## config.mk

```make
export PLATFORM = sky130hd
export DESIGN_NAME = versat_run_ctrl
export DESIGN_NICKNAME = d
export VERILOG_FILES = /design/src/rtl/versat_run_ctrl_pkg.sv /design/src/rtl/versat_run_ctrl.sv
export SDC_FILE = /design/constraint.sdc
export NUM_CORES = 1
export LEC_CHECK = 0
export BUFFER_PORTS_ARGS = -buffer_cell sky130_fd_sc_hd__buf_2
export CAP_MARGIN = 25
export CELL_PAD_IN_SITES_DETAIL_PLACEMENT = 1
export CELL_PAD_IN_SITES_GLOBAL_PLACEMENT = 1
export CORE_ASPECT_RATIO = 0.75
export CORE_MARGIN = 8
export CORE_UTILIZATION = 35
export CTS_CLUSTER_SIZE = 14
export DETAILED_ROUTE_END_ITERATION = 8
export MAX_ROUTING_LAYER = met4
export PLACE_DENSITY_LB_ADDON = 0.1
export RECOVER_POWER = 50
export SLEW_MARGIN = 10
export SYNTH_ARGS = -nofsm -noshare
export SYNTH_HDL_FRONTEND = slang
export SYNTH_SLANG_ARGS = --single-unit
```

## constraint.sdc

```tcl
create_clock -name clk -period 12.5 [get_ports clk]
set_clock_uncertainty 0.15 [all_clocks]
set_input_delay 1.875 -clock clk [delete_from_list [all_inputs] [get_ports clk]]
set_output_delay 1.875 -clock clk [all_outputs]
set_load 0.05 [all_outputs]
```

## src/rtl/versat_run_ctrl_pkg.sv

```systemverilog
// versat_run_ctrl_pkg
//   Shared definitions for the Versat run sequencer:
//   - word indices of the CPU-visible registers,
//   - bit positions inside CTRL and STATUS,
//   - 3-bit FSM state encodings,
//   - helper that turns the programmed ITER value into an iteration count.
package versat_run_ctrl_pkg;

  // Register map, word index taken from addr[2:0]
  localparam logic [2:0] VRC_CTRL    = 3'd0;
  localparam logic [2:0] VRC_CONST0  = 3'd1;
  localparam logic [2:0] VRC_CONST1  = 3'd2;
  localparam logic [2:0] VRC_DELAY   = 3'd3;
  localparam logic [2:0] VRC_ITER    = 3'd4;
  localparam logic [2:0] VRC_STATUS  = 3'd5;
  localparam logic [2:0] VRC_RESULT  = 3'd6;
  localparam logic [2:0] VRC_TIMEOUT = 3'd7;

  // CTRL bits
  localparam int CTRL_START_BIT  = 0;
  localparam int CTRL_ABORT_BIT  = 1;
  localparam int CTRL_IRQ_EN_BIT = 2;

  // STATUS bits
  localparam int STAT_BUSY_BIT    = 0;
  localparam int STAT_DONE_BIT    = 1;
  localparam int STAT_TIMEOUT_BIT = 2;
  localparam int STAT_ITER_BIT    = 3;

  // FSM state encodings
  localparam logic [2:0] ST_IDLE    = 3'd0;
  localparam logic [2:0] ST_PULSE   = 3'd1;
  localparam logic [2:0] ST_SETTLE  = 3'd2;
  localparam logic [2:0] ST_WAIT    = 3'd3;
  localparam logic [2:0] ST_CAPTURE = 3'd4;

  // A programmed iteration count of zero still runs the datapath once.
  function automatic logic [15:0] vrc_iter_load(input logic [15:0] iter);
    return (iter == 16'd0) ? 16'd1 : iter;
  endfunction

endpackage

```

## src/rtl/versat_run_ctrl.sv

```systemverilog
// versat_run_ctrl
//   Memory-mapped run sequencer for a Versat accelerator instance. The CPU
//   programs two constants, a register delay, an iteration count and a
//   timeout, then writes START. The block pulses `run`, waits for the
//   datapath `done`, captures `currentValue_00` into RESULT and repeats for
//   the requested number of iterations.
//
// Ports
//   clk, rst          clock, asynchronous active-high reset
//   valid/addr/wstrb/wdata -> ready/rdata
//                     CPU slave port; ready and rdata are registered and
//                     appear one cycle after a valid cycle
//   run               one-cycle run pulse to the datapath
//   done              datapath done (AND of unit dones)
//   constant_00/01    datapath constants (CONST0/CONST1)
//   delay0            register-unit delay (DELAY)
//   currentValue_00   datapath result, captured into RESULT
//   irq               level interrupt: (done | timeout) & irq_en
`default_nettype none

`ifndef ADDR_W
`define ADDR_W 32
`endif
`ifndef DATA_W
`define DATA_W 32
`endif

module versat_run_ctrl
  import versat_run_ctrl_pkg::*;
#(
  parameter int ADDR_W = `ADDR_W,
  parameter int DATA_W = `DATA_W
) (
  input  logic                clk,
  input  logic                rst,
  input  logic                valid,
  input  logic [ADDR_W-1:0]   addr,
  input  logic [DATA_W/8-1:0] wstrb,
  input  logic [DATA_W-1:0]   wdata,
  output logic                ready,
  output logic [DATA_W-1:0]   rdata,
  output logic                run,
  input  logic                done,
  output logic [31:0]         constant_00,
  output logic [31:0]         constant_01,
  output logic [31:0]         delay0,
  input  logic [31:0]         currentValue_00,
  output logic                irq
);

  // --------------------------------------------------------------------
  // Register state
  // --------------------------------------------------------------------
  logic [2:0]  state_reg,        state_next;
  logic [15:0] iter_left_reg,    iter_left_next;
  logic [31:0] tcnt_reg,         tcnt_next;
  logic [31:0] result_reg,       result_next;
  logic        done_flag_reg,    done_flag_next;
  logic        timeout_flag_reg, timeout_flag_next;

  logic [31:0] const0_reg;
  logic [31:0] const1_reg;
  logic [31:0] delay_reg;
  logic [15:0] iter_reg;
  logic [31:0] tmo_limit_reg;
  logic        irq_en_reg;

  logic              ready_reg;
  logic [DATA_W-1:0] rdata_reg;

  // --------------------------------------------------------------------
  // Bus decode
  // --------------------------------------------------------------------
  logic [2:0]  widx;
  logic [31:0] wword;
  logic        bus_acc;
  logic        bus_wr;
  logic        bus_rd;
  logic        busy;
  logic        cfg_wr_en;
  logic        start_req;
  logic        abort_req;
  logic [7:0]  wr_sel;
  logic [31:0] rd_word;

  // Only addr[2:0] is decoded; the upper address bits are intentionally ignored.
  logic unused_addr;
  assign unused_addr = ^addr[ADDR_W-1:3];

  assign widx  = addr[2:0];
  assign wword = wdata[31:0];

  // A request is taken once: the CPU drops valid during the ready cycle,
  // and masking with ready_reg keeps a late valid from being re-accepted.
  assign bus_acc = valid && !ready_reg;
  assign bus_wr  = bus_acc && (|wstrb);
  assign bus_rd  = bus_acc && !(|wstrb);

  assign busy = (state_reg != ST_IDLE);

  // Per-register write strobes
  generate
    for (genvar gi = 0; gi < 8; gi++) begin : g_wr_sel
      assign wr_sel[gi] = bus_wr && (widx == 3'(gi));
    end
  endgenerate

  // Configuration writes are acknowledged but dropped while a run is active
  assign cfg_wr_en = !busy;
  assign start_req = wr_sel[VRC_CTRL] && wword[CTRL_START_BIT];
  assign abort_req = wr_sel[VRC_CTRL] && wword[CTRL_ABORT_BIT];

  // Read mux, sampled into rdata_reg at the acknowledge edge
  always_comb begin
    rd_word = 32'd0;
    case (widx)
      VRC_CTRL:    rd_word = {29'd0, irq_en_reg, 2'b00};
      VRC_CONST0:  rd_word = const0_reg;
      VRC_CONST1:  rd_word = const1_reg;
      VRC_DELAY:   rd_word = delay_reg;
      VRC_ITER:    rd_word = {16'd0, iter_reg};
      VRC_STATUS:  rd_word = {28'd0, (iter_left_reg != 16'd0), timeout_flag_reg,
                               done_flag_reg, busy};
      VRC_RESULT:  rd_word = result_reg;
      VRC_TIMEOUT: rd_word = tmo_limit_reg;
      default:     rd_word = 32'd0;
    endcase
  end

  // --------------------------------------------------------------------
  // Run sequencer
  // --------------------------------------------------------------------
  always_comb begin
    state_next        = state_reg;
    iter_left_next    = iter_left_reg;
    tcnt_next         = tcnt_reg;
    result_next       = result_reg;
    done_flag_next    = done_flag_reg;
    timeout_flag_next = timeout_flag_reg;

    // Write-1-to-clear is applied first so a same-cycle set from the FSM
    // below overrides it.
    if (wr_sel[VRC_STATUS]) begin
      if (wword[STAT_DONE_BIT])    done_flag_next    = 1'b0;
      if (wword[STAT_TIMEOUT_BIT]) timeout_flag_next = 1'b0;
    end

    if (busy && abort_req) begin
      // Abort outranks a same-cycle done or timeout; status flags are kept.
      state_next     = ST_IDLE;
      iter_left_next = 16'd0;
    end else begin
      case (state_reg)
        ST_IDLE: begin
          if (start_req) begin
            state_next        = ST_PULSE;
            iter_left_next    = vrc_iter_load(iter_reg);
            done_flag_next    = 1'b0;
            timeout_flag_next = 1'b0;
          end
        end
        ST_PULSE: begin
          tcnt_next  = 32'd0;
          state_next = ST_SETTLE;
        end
        ST_SETTLE: begin
          // Unit done only drops the cycle after run, so it is not trusted here.
          state_next = ST_WAIT;
        end
        ST_WAIT: begin
          if (done) begin
            state_next = ST_CAPTURE;
          end else if ((tmo_limit_reg != 32'd0) &&
                       (tcnt_reg == tmo_limit_reg - 32'd1)) begin
            // A timed-out run leaves no iterations pending.
            timeout_flag_next = 1'b1;
            iter_left_next    = 16'd0;
            state_next        = ST_IDLE;
          end else begin
            tcnt_next = tcnt_reg + 32'd1;
          end
        end
        ST_CAPTURE: begin
          result_next    = currentValue_00;
          iter_left_next = iter_left_reg - 16'd1;
          if (iter_left_reg != 16'd1) begin
            state_next = ST_PULSE;
          end else begin
            done_flag_next = 1'b1;
            state_next     = ST_IDLE;
          end
        end
        default: begin
          state_next = ST_IDLE;
        end
      endcase
    end
  end

  always_ff @(posedge clk or posedge rst) begin
    if (rst) begin
      state_reg        <= ST_IDLE;
      iter_left_reg    <= 16'd0;
      tcnt_reg         <= 32'd0;
      result_reg       <= 32'd0;
      done_flag_reg    <= 1'b0;
      timeout_flag_reg <= 1'b0;
      const0_reg       <= 32'd0;
      const1_reg       <= 32'd0;
      delay_reg        <= 32'd0;
      iter_reg         <= 16'd0;
      tmo_limit_reg    <= 32'd0;
      irq_en_reg       <= 1'b0;
      ready_reg        <= 1'b0;
      rdata_reg        <= '0;
    end else begin
      state_reg        <= state_next;
      iter_left_reg    <= iter_left_next;
      tcnt_reg         <= tcnt_next;
      result_reg       <= result_next;
      done_flag_reg    <= done_flag_next;
      timeout_flag_reg <= timeout_flag_next;

      if (cfg_wr_en && wr_sel[VRC_CONST0])  const0_reg    <= wword;
      if (cfg_wr_en && wr_sel[VRC_CONST1])  const1_reg    <= wword;
      if (cfg_wr_en && wr_sel[VRC_DELAY])   delay_reg     <= wword;
      if (cfg_wr_en && wr_sel[VRC_ITER])    iter_reg      <= wword[15:0];
      if (cfg_wr_en && wr_sel[VRC_TIMEOUT]) tmo_limit_reg <= wword;
      // irq_en holds whatever the last CTRL write put in its bit
      if (wr_sel[VRC_CTRL])                 irq_en_reg    <= wword[CTRL_IRQ_EN_BIT];

      ready_reg <= bus_acc;
      rdata_reg <= bus_rd ? DATA_W'(rd_word) : '0;
    end
  end

  // --------------------------------------------------------------------
  // Outputs; all derive from reset registers so they clear with rst
  // --------------------------------------------------------------------
  assign ready       = ready_reg;
  assign rdata       = rdata_reg;
  assign run         = (state_reg == ST_PULSE);
  assign constant_00 = const0_reg;
  assign constant_01 = const1_reg;
  assign delay0      = delay_reg;
  assign irq         = irq_en_reg && (done_flag_reg || timeout_flag_reg);

endmodule

`default_nettype wire
```

==> implementation parameters <==
Parameter                              Value

Run status
  Status    finished with violations
  Failing checks    max-capacitance violations, max-slew violations

Floorplanning
  Starting utilization of the core area    35.3%
  Core area    38100 sq um
  Die Y    186 um
  Overall die area    45000 sq um
  Number of rows created at floorplan    62
  I/O pin cnt    235
  Die X-Extent    242 um

Cells and area
  Number of non-filler instances in the completed layout    2020
  Fraction of final layout cells sized beyond drive strength 1    22.2%
  End-of-flow core utilization    41.8%
  Fin nets    1589
  Final-layout fill cell count    4299
  Sequential cell area    6580 sq um
  Area added between synthesis and finish    18.3%
  Multi-input combinational cell area    6520 sq um

Critical path
  Critical-path top delay cell    clkinvlp_2
  Critical Path Source Type    primary input
  Largest fanout of any net on the critical path    127
  Path type of the worst setup path    primary input to async pin
  CP cell instances    buf_2 > clkinvlp_2 > buf_4 > clkbuf_1 > buf_16
  Data required time of the critical path    13.08 ns
  Setup crit end kind    async pin
  Largest delay share family, worst path    buffers and inverters
  Arrival time reported for the critical path endpoint    7.82 ns
  Number of buffer and inverter stages on the critical path    5
  Stages on the worst setup path    5
  Number of cells on the worst reg-to-reg path    11
  Longest individual stage delay on the worst path    3.27 ns

Synth
  Yosys reg bits    263
  Library cell with the highest instance count after synthesis    dfrtp_1
  Cell types with the highest counts after synthesis    263 x dfrtp_1, 170 x nand2_1, 155 x mux2_2, 81 x nor2_1, 63 x a21oi_1
  Post-Synthesis Cells    1305
  Area share of the leading cell type in the synthesized netlist    48.9%
  Synthesized net count    1413
  Cell taking the most area after synthesis    dfrtp_1
  Yosys cell types    73
  Synthesis warning total    0
  Cell area after technology mapping    13400 sq um
  Dominant synthesized flop cell    dfrtp_1
  Post-synth EDFFs    0
  Async SR Flop Fraction    100%
  Largest cells by area after synthesis    dfrtp_1 49%, mux2_2 13%, nand2_1 4.7%
  Sequential-to-total area share from yosys stat    48.9%
  Avg Synthesized Cell Area    10.3 sq um

Place
  Cell count after placement    1961
  Final HPWL DP    34800 um
  Count of buffers from port buffering    205
  Global placer's final weighted congestion    0.839

Timing
  Fmax    138 MHz
  Final worst path period need    7.24 ns
  Number of setup violations in the final report    0
  Worst Hold Slack    0.326 ns
  Max-Slew Margin vs Limit    -302%
  Fin crit share    57.9%
  Sum of negative setup slack    0 ns
  Final number of max-transition violations    128
  RSZ-0062 raised after global routing    no
  Hold Vio Cnt, Final    0
  Actual transition at the worst max-transition pin    6.00 ns

GRT
  First-pass GRT wire length    76000 um
  Maximum number of pins on one net before global-route repair    128
  Antenna violations before repair    1
  Vias in the first global route    11.7k
  All-layer global routing usage    22.4%
  Gr ovfl total    0

Power and ir drop
  P per Cell Area    274 nW/um^2
  Maximum vdd drop    0.137 mV
  Pleak    6.97 nW

Worst hold path
  Path class of the lowest-slack min-delay path    register to register
  Cell depth of the worst min-delay path    2

Clocking
  Clk root buf    clkbuf_16
  Post-CTS Repair Setup Buffers    0
  Clock sink count    263
  Worst skew pair latency    0.59 ns
  # hold bufs at CTS    0
  Number of instances resized during post-cts repair    0
  Clock transition time at the flip-flop clock pins of the worst setup and hold paths    0.06 ns
  Clock buffer depth    3
  CTS tree    built
  Clock buffers created by TritonCTS    30
  CTS H-tree lvls    1

Route
  Total Routed Length    49500 um
  Routed WL per cell    24.5 um
  Total number of vias    11.2k
  Initial drt markers    787
  Number of optimization iterations in the first detailed-route pass    5
  Drt drc    0
  Remaining antenna violation count    0
  Avg Vias per Cell    5.54

Run
  Reported max-cap violation count    1
-- worst reg2reg max path, cell delays in order (launching register included) --
cell and delay, ns:
dfrtp_1 0.47, inv_1 0.11, ha_1 0.34, or3b_2 0.60, nor4b_4 0.56, nand4_1 0.18, xnor2_1 0.18, or3_1 0.33
nor4_2 0.61, and2_1 0.72, nor3_1 0.19, mux2i_1 0.16
-- metal layers --
metal	track usage [%]	wire length, um	up-vias
li1	-	-	5084
met3	4.40	2690	46
met2	31.6	20800	234
met5	-	0	-
met4	3.97	862	0
met1	33.1	25200	5824
-- cells by family after synthesis --
| family | Yosys count | share of synthesized area [%] |
|---|---|---|
| AO/OA/AOI/OAI | 255 | 12.6 |
| XOR/XNOR | 48 | 3.23 |
| adder cells (fa/ha/maj) | 4 | 0.372 |
| buffers and inverters | 99 | 2.95 |
| flip-flops | 263 | 48.9 |
| multiplexers | 181 | 14.9 |
| AND/OR/NAND/NOR | 455 | 16.9 |
-- where the power goes --
| part | switching [W] | internal, W | total (W) |
|---|---|---|---|
| combinational | 0.00128 | 0.000576 | 0.00186 |
| clock | 0.000384 | 0.000548 | 0.000932 |
| sequential | 0.000397 | 0.00117 | 0.00157 |
| total | 0.00206 | 0.00230 | 0.00436 |
-- cell type report --
class | count | area share, %
well taps | 512 | 4.03
diodes | 3 | 0.0472
repair buffers | 225 | 6.48
inverters | 18 | 0.433
clock buffers | 43 | 5.72
flip-flops and latches | 263 | 41.4
clock inverters | 13 | 0.905
multi-input cells | 943 | 41.0
-- final timing paths --
| path | from | end | slack (ns) |
|---|---|---|---|
| max | rst | delay0[0] | 5.26 |
| min | result_reg[24] | result_reg[24] | 0.33 |
| max reg2reg | tmo_limit_reg[0] | tcnt_reg[7] | 7.76 |
| min reg2reg | result_reg[24] | result_reg[24] | 0.33 |
| max in group clk | tmo_limit_reg[0] | tcnt_reg[7] | 7.76 |
| min in group asynchronous | rst | delay0[12] | 2.98 |
-- per-stage QoR --
stage	worst slack [ns]	total power (W)	area, sq um
after floorplan	3.23	0.00289	13400
after global placement	7.31	0.00344	15000
after detailed placement	7.25	0.00348	15000
after CTS	7.82	0.00443	16100
after global routing	4.20	0.00461	15900
final	5.26	0.00436	15900
-- cell usage in the layout, fill, tap and decap left out, types with 5 or more instances in the layout --
master,n
dfrtp_1,263
nand2_1,170
mux2_2,155
clkbuf_1,132
nor2_1,80
buf_2,76
a21oi_1,63
a22oi_1,47
o21ai_0,32
nor3_1,31
clkbuf_16,30
xnor2_1,27
nand3_1,25
mux2i_1,25
nor4_1,21
xor2_1,20
nand2b_1,18
buf_4,18
inv_1,17
or3_1,17
a31oi_1,16
o21a_1,16
o31ai_1,16
nand4_1,12
and3_1,11
or4_1,11
clkbuf_8,11
and2_1,10
nor2b_1,9
a211oi_1,9
clkinv_2,9
o21ai_1,8
a221oi_1,7
or2_2,6
nor4_2,5
a2111oi_0,5
Power figures use the tool's default switching activity.
